File: config.mk
export PLATFORM = sky130hd
export DESIGN_NAME = pipe_ctrl_stage
export DESIGN_NICKNAME = d
export VERILOG_FILES = /design/src/rtl/pipe_ctrl_stage.sv
export SDC_FILE = /design/constraint.sdc
export NUM_CORES = 1
export LEC_CHECK = 0
export ABC_AREA = 1
export CORE_ASPECT_RATIO = 1.5
export CORE_UTILIZATION = 30
export DETAILED_ROUTE_END_ITERATION = 7
export HOLD_SLACK_MARGIN = 0.15
export PLACE_DENSITY = 0.66
export SYNTH_ARGS = -nofsm -noshare
export SYNTH_HDL_FRONTEND = slang
export SYNTH_SLANG_ARGS = --single-unit
File: constraint.sdc
create_clock -name clk -period 2.27 [get_ports clk]
set_input_delay 0.454 -clock clk [delete_from_list [all_inputs] [get_ports clk]]
set_output_delay 0.454 -clock clk [all_outputs]
set_load 0.03 [all_outputs]
File: src/rtl/pipe_ctrl_stage.sv
// rtl/pipe_ctrl_stage.sv - parametrised control/data pipeline register with stall, flush and event counters
//
// Purpose
//   Carries the control and data bundle between two pipeline stages through
//   DEPTH register slots in series. Each slot holds a valid bit, control bits
//   and a data payload. Stall holds the whole chain; flush turns every slot
//   into a bubble. Write enables leave through ctrl_gated_o, which is forced
//   to zero for an invalid slot so a killed instruction can never commit.
//   Two saturating counters record stall and flush cycles for debug.
//
// Ports
//   clk          in   1       clock, rising edge
//   rst          in   1       asynchronous active-high reset
//   stall_i      in   1       hold every slot this cycle
//   flush_i      in   1       invalidate every slot, drop the input
//   valid_i      in   1       input slot carries a real instruction
//   ctrl_i       in   CTRL_W  control bits from upstream
//   data_i       in   DATA_W  payload from upstream
//   clr_cnt_i    in   1       synchronous clear of both counters
//   valid_o      out  1       valid bit of the last slot
//   ctrl_o       out  CTRL_W  raw control bits of the last slot
//   ctrl_gated_o out  CTRL_W  ctrl_o masked by valid_o
//   data_o       out  DATA_W  payload of the last slot
//   stall_cnt_o  out  CNT_W   stall-only cycles, saturating
//   flush_cnt_o  out  CNT_W   flush cycles, saturating

module pipe_ctrl_stage #(
    parameter int CTRL_W = 4,
    parameter int DATA_W = 32,
    parameter int DEPTH  = 1,
    parameter int CNT_W  = 16
) (
    input  logic              clk,
    input  logic              rst,
    input  logic              stall_i,
    input  logic              flush_i,
    input  logic              valid_i,
    input  logic [CTRL_W-1:0] ctrl_i,
    input  logic [DATA_W-1:0] data_i,
    input  logic              clr_cnt_i,
    output logic              valid_o,
    output logic [CTRL_W-1:0] ctrl_o,
    output logic [CTRL_W-1:0] ctrl_gated_o,
    output logic [DATA_W-1:0] data_o,
    output logic [CNT_W-1:0]  stall_cnt_o,
    output logic [CNT_W-1:0]  flush_cnt_o
);

    generate
        if (DEPTH < 1 || DEPTH > 4) begin : gDepthCheck
            $error("pipe_ctrl_stage: DEPTH must be in 1..4");
        end
    endgenerate

    logic              validQ [DEPTH];
    logic [CTRL_W-1:0] ctrlQ  [DEPTH];
    logic [DATA_W-1:0] dataQ  [DEPTH];

    logic [CNT_W-1:0]  stallCnt;
    logic [CNT_W-1:0]  flushCnt;

    // Slot chain. Flush clears valid and ctrl but leaves data alone: payload
    // of a bubble is don't-care, and not touching it saves enable fan-out.
    always_ff @(posedge clk or posedge rst) begin
        if (rst) begin
            for (int k = 0; k < DEPTH; k++) begin
                validQ[k] <= 1'b0;
                ctrlQ[k]  <= '0;
                dataQ[k]  <= '0;
            end
        end else if (flush_i) begin
            for (int k = 0; k < DEPTH; k++) begin
                validQ[k] <= 1'b0;
                ctrlQ[k]  <= '0;
            end
        end else if (!stall_i) begin
            validQ[0] <= valid_i;
            // An invalid input never carries live control into the pipe.
            ctrlQ[0]  <= valid_i ? ctrl_i : '0;
            dataQ[0]  <= data_i;
            for (int k = 1; k < DEPTH; k++) begin
                validQ[k] <= validQ[k-1];
                ctrlQ[k]  <= ctrlQ[k-1];
                dataQ[k]  <= dataQ[k-1];
            end
        end
    end

    // Event counters: clear wins over increment, and both stick at all-ones.
    // A stall during a flush counts as a flush only, since flush wins.
    always_ff @(posedge clk or posedge rst) begin
        if (rst) begin
            stallCnt <= '0;
            flushCnt <= '0;
        end else if (clr_cnt_i) begin
            stallCnt <= '0;
            flushCnt <= '0;
        end else begin
            if (stall_i && !flush_i && !(&stallCnt)) begin
                stallCnt <= stallCnt + 1'b1;
            end
            if (flush_i && !(&flushCnt)) begin
                flushCnt <= flushCnt + 1'b1;
            end
        end
    end

    assign valid_o      = validQ[DEPTH-1];
    assign ctrl_o       = ctrlQ[DEPTH-1];
    assign data_o       = dataQ[DEPTH-1];
    assign ctrl_gated_o = ctrlQ[DEPTH-1] & {CTRL_W{validQ[DEPTH-1]}};
    assign stall_cnt_o  = stallCnt;
    assign flush_cnt_o  = flushCnt;

endmodule

**After elaboration in Yosys (flattened, before gate mapping)**

Index checks and enable logic that the tools add are counted.

- $add $sub $neg: 2
- Equal/unequal tests: 1
- Mux-type cells: 9
- Bitwise operators: 3
- Reductions and logical operators: 11

Operators with widths:

| cell | count |
|---|---|
| 2-to-1 mux 16 bit | 4 |
| adder 16 x 1 -> 16 bit, second input constant | 2 |
| AND reduction 16 bit | 2 |
| 2-to-1 mux 4 bit | 3 |
| bitwise AND 4 bit | 1 |
| nonzero test 2 bit | 2 |
| logical AND 1 bit | 3 |
| logical NOT 1 bit | 3 |
| 2-to-1 mux 1 bit | 2 |
| != test 2 x 1 -> 1 bit, second input constant | 1 |
| inverter 1 bit | 2 |
| AND reduction 2 bit | 1 |

- Register bits: 69
- Output and inout bits: 73
- Word-level logic and storage cells: 31

**Longest topological paths before layout**

- Depth in word-level cells: 5
- Depth in mapped cells: 11
- Mapped depth without buffers: 11

**Least setup slack after synthesis**

OpenSTA, ideal clock, no wires.

- Kind: reg2reg
- Start point: register stallCnt[1], in the netlist stall_cnt_o[1]
- End point: register stallCnt[3], in the netlist stall_cnt_o[3]
- Library setup time: 0.066 ns
- Arrival time: 1.601 ns
- Required time: 2.204 ns
- Path slack: 0.604 ns
- Stages on the path, launching flop included: 11
- Path through: dfrtp_1 -> ha_1 -> nand2_1 -> nor2_1 -> nand2_1 -> nor2_2 -> nor2_4 -> nor2_8 -> buf_6 -> nand2_1 -> nand2_1

- Word-level cells in the longest chain between the ends: 4
- Elaborated cells on any way between the ends: 7
- Classes of those cells: add/sub (1); mux (2); reduce/logical (4)

RTL lines:

| element | line | source |
|---|---|---|
| from (decl) | 59 | `logic [CNT_W-1:0] stallCnt;` |
| from (signal assigned) | 100 | `stallCnt <= stallCnt + 1'b1;` |
| branches (longest 4 deep; another with adder 16 x 1 -> 16 bit) | -- |  |

Several ways; the timed one is not identified. The select of a mux whose other input is x is not followed.
A chain may end at the register's enable or synchronous reset.

**Final worst setup path**

- Start point: register validQ, in the netlist valid_o
- End point: output ctrl_gated_o[1]

- Word-level cells in the longest chain between the ends: 1

RTL lines:

| element | line | source |
|---|---|---|
| from (decl) | 55 | `logic validQ [DEPTH];` |
| from (signal, indexed assignment) | 82 | `validQ[k] <= validQ[k-1];` |
| bitwise AND 4 bit | 111 | `assign ctrl_gated_o = ctrlQ[DEPTH-1] & {CTRL_W{validQ[DEPTH-1]}};` |
| to (decl) | 43 | `output logic [CTRL_W-1:0] ctrl_gated_o,` |

Every way passes these cells.

==> results_dict.tcl <==
set metrics [dict create \
    drt_pass1_iterations 5 \
    synth_edf_count 0 \
    placed_area_mm2 0.00489 \
    cp_max_fo 6 \
    die_area_mm2 0.0122 \
    power_leakage_nw 2.43 \
    yosysWarnings 0 \
    power_w 0.00379 \
    syn_avg_cell_area_um2 8.41 \
    die_h_um 135 \
    slew_headroom_pct 66.3 \
    grt_max_degree 39 \
    finish.utilization_pct 45.9 \
    die_width_um 90.4 \
    critical_path_depth 3 \
    grt_overflow_total 0 \
    dr_total_vias 3248 \
    final_area_mm2 0.00527 \
    ff2ff_path_depth 10 \
    cp_slowest_stage_delay_ps 660 \
    required_ps 1820 \
    clockRootBuffer "clkbuf_16" \
    powerDensity_mw_per_mm2 720 \
    antenna_left 0 \
    cts_buffers 9 \
    grt_pass1_vias 3268 \
    wire_per_inst_um 13.6 \
    cts_buffer_depth 2 \
    antenna_found_initial 0 \
    track_usage_pct 16.2 \
    clkSinkCount 69 \
    synth_area_leaders "dfrtp_1 (49%), nand2_1 (16%), mux2_2 (10%)" \
    r2r_setup_slack_ps 440 \
    cp-startpoint "valid_o" \
    critPathBufInv 2 \
    rsz0062_at_grt "no" \
    syn_inst 418 \
    finalWirelength_mm 9.50 \
    crit_type "register to primary output" \
    fmax_mhz 496 \
    ys_ff_latch 69 \
    crit_end "ctrl_gated_o[1]" \
    drive_above_1_share_pct 11.7 \
    place_inst 683 \
    start_kind "register" \
    cts_resized 0 \
    start_util_pct 30.7 \
    hp-class "primary input to async pin" \
    period_needed_ps 2020 \
    synth_top_area_share_pct 49.1 \
    hpwlAfterDp_mm 7.19 \
    min_period_over_period_pct 88.9 \
    clk_latency_ps 330 \
    area_delta_synth_final_pct 49.8 \
    fin_cells 699 \
    num_rows 48 \
    drc 0 \
    finalSetupViolations 0 \
    cts_hold_buf 0 \
    io_pins 115 \
    async_flop_share_pct 100 \
    vias_per_cell 4.65 \
    vdd_ir_drop_max_uv 560 \
    setup_tns_ps 0 \
    hold_viol 0 \
    h-tree-depth 3 \
    fin_nets 588 \
    yosysMostFrequentCell "nand2_1" \
    ys_seq_area_share_pct 49.1 \
    netlist_top_cells_count "nand2_1 (151), dfrtp_1 (69), inv_1 (46), nor2_1 (38), mux2_2 (32)" \
    antenna_cells 0 \
    drv_cap 0 \
    regToRegStartpoint "flush_cnt_o[1]" \
    ys_types 20 \
    drv_slew 0 \
    clkTransAtPathRegs_ps 60 \
    r2r_end "flush_cnt_o[7]" \
    post_cts.repair.setup_buffers 0 \
    drt_iter0_markers 150 \
    io_buffers 114 \
    place_congestion 0.892 \
    grt_pass1_wl_mm 15.5 \
    skew_ps 7.89 \
    cts_tree "built" \
    ys.flop_type "dfrtp_1" \
    fp.coreArea_mm2 0.0115 \
    cp-end-kind "primary output" \
    status "finished clean" \
    yosysTopAreaCell "dfrtp_1" \
    netlist_area_mm2 0.00352 \
    crit_slowest_cell "clkdlybuf4s50_1" \
    cp_top_family "buffers and inverters" \
    crit_chain "nand2_1, inv_1, clkdlybuf4s50_1" \
    worst_pin_slew_ps 504 \
    syn-num-nets 462 \
    cp_data_arrival_time_ps 1560 \
]
==> layer usage <==
metal	global-route usage [%]	vias up	share of wire, %
met5	0	-	0
li1	-	1594	-
met1	16.5	1531	37
met4	7.80	0	2.0
met3	4.05	14	5.4
met2	30.8	109	56
==> cell families after synthesis <==
logic type | Yosys count | synth area share, %
AOI/OAI and AO/OA | 19 | 3.81
xor gates and xnor gates | 6 | 1.49
adders and majority gates | 2 | 0.712
buffers and inverters | 52 | 5.91
DFF | 69 | 49.1
muxes | 32 | 10.2
and+or+nand+nor | 238 | 28.7
==> state kept, by name (all words and copies together), names as in the netlist <==
signal / cells
ctrl_o: 4
valid_o: 1
stall_cnt_o: 16
flush_cnt_o: 16
data_o: 32
==> layout make-up <==
type                       instances  area (µm²)
fill                            1092        6210
clock buffer                      10         239
tap                              150         188
inverter                          46         173
clock inverter                     6         134
multi-input combinational        297        1590
sequential                        69        1730
timing repair buffer             121        1220
==> per-stage QoR <==
step                      hold WS [ps]  setup WS (ps)
after floorplan                    600           76.1
after global placement             488            356
after detailed placement           498            301
after CTS                          484            228
after global routing               522            164
final                              475            253
==> power breakdown <==
part | total [W] | internal (W) | switching (W)
registers | 0.00138 | 0.00132 | 0.0000535
logic | 0.000666 | 0.000314 | 0.000352
clock network | 0.00175 | 0.00121 | 0.000532
==> worst min path at each step <==
stage / slack, ps / depth (start not counted) / end
after CTS: 480 / 2 / data_o[30]
final: 480 / 2 / data_o[5]
after global placement: 490 / 1 / data_o[6]
after global routing: 520 / 1 / data_o[11]
after detailed placement: 500 / 1 / data_o[30]
after floorplan: 600 / 1 / valid_o
==> placed cells by master, fill, tap and decap left out, types with 2 or more instances in the layout <==
master           Yosys  final
a32o_1               4      4
buf_12               0      2
buf_4                0      5
bufinv_16            0      4
clkbuf_16            0      9
clkdlybuf4s50_1      0    114
dfrtp_1             69     69
ha_1                 2      2
inv_1               46     45
mux2_2              32     32
nand2_1            151    151
nand3_1             31     31
nand4_1             10     10
nor2_1              38     38
nor2_2               5      4
nor2_4               1      2
nor2_8               2      2
o21ai_0              7      7
o21bai_1             6      6
xor2_1               6      6
No activity file was read; power rests on OpenSTA's default activity.
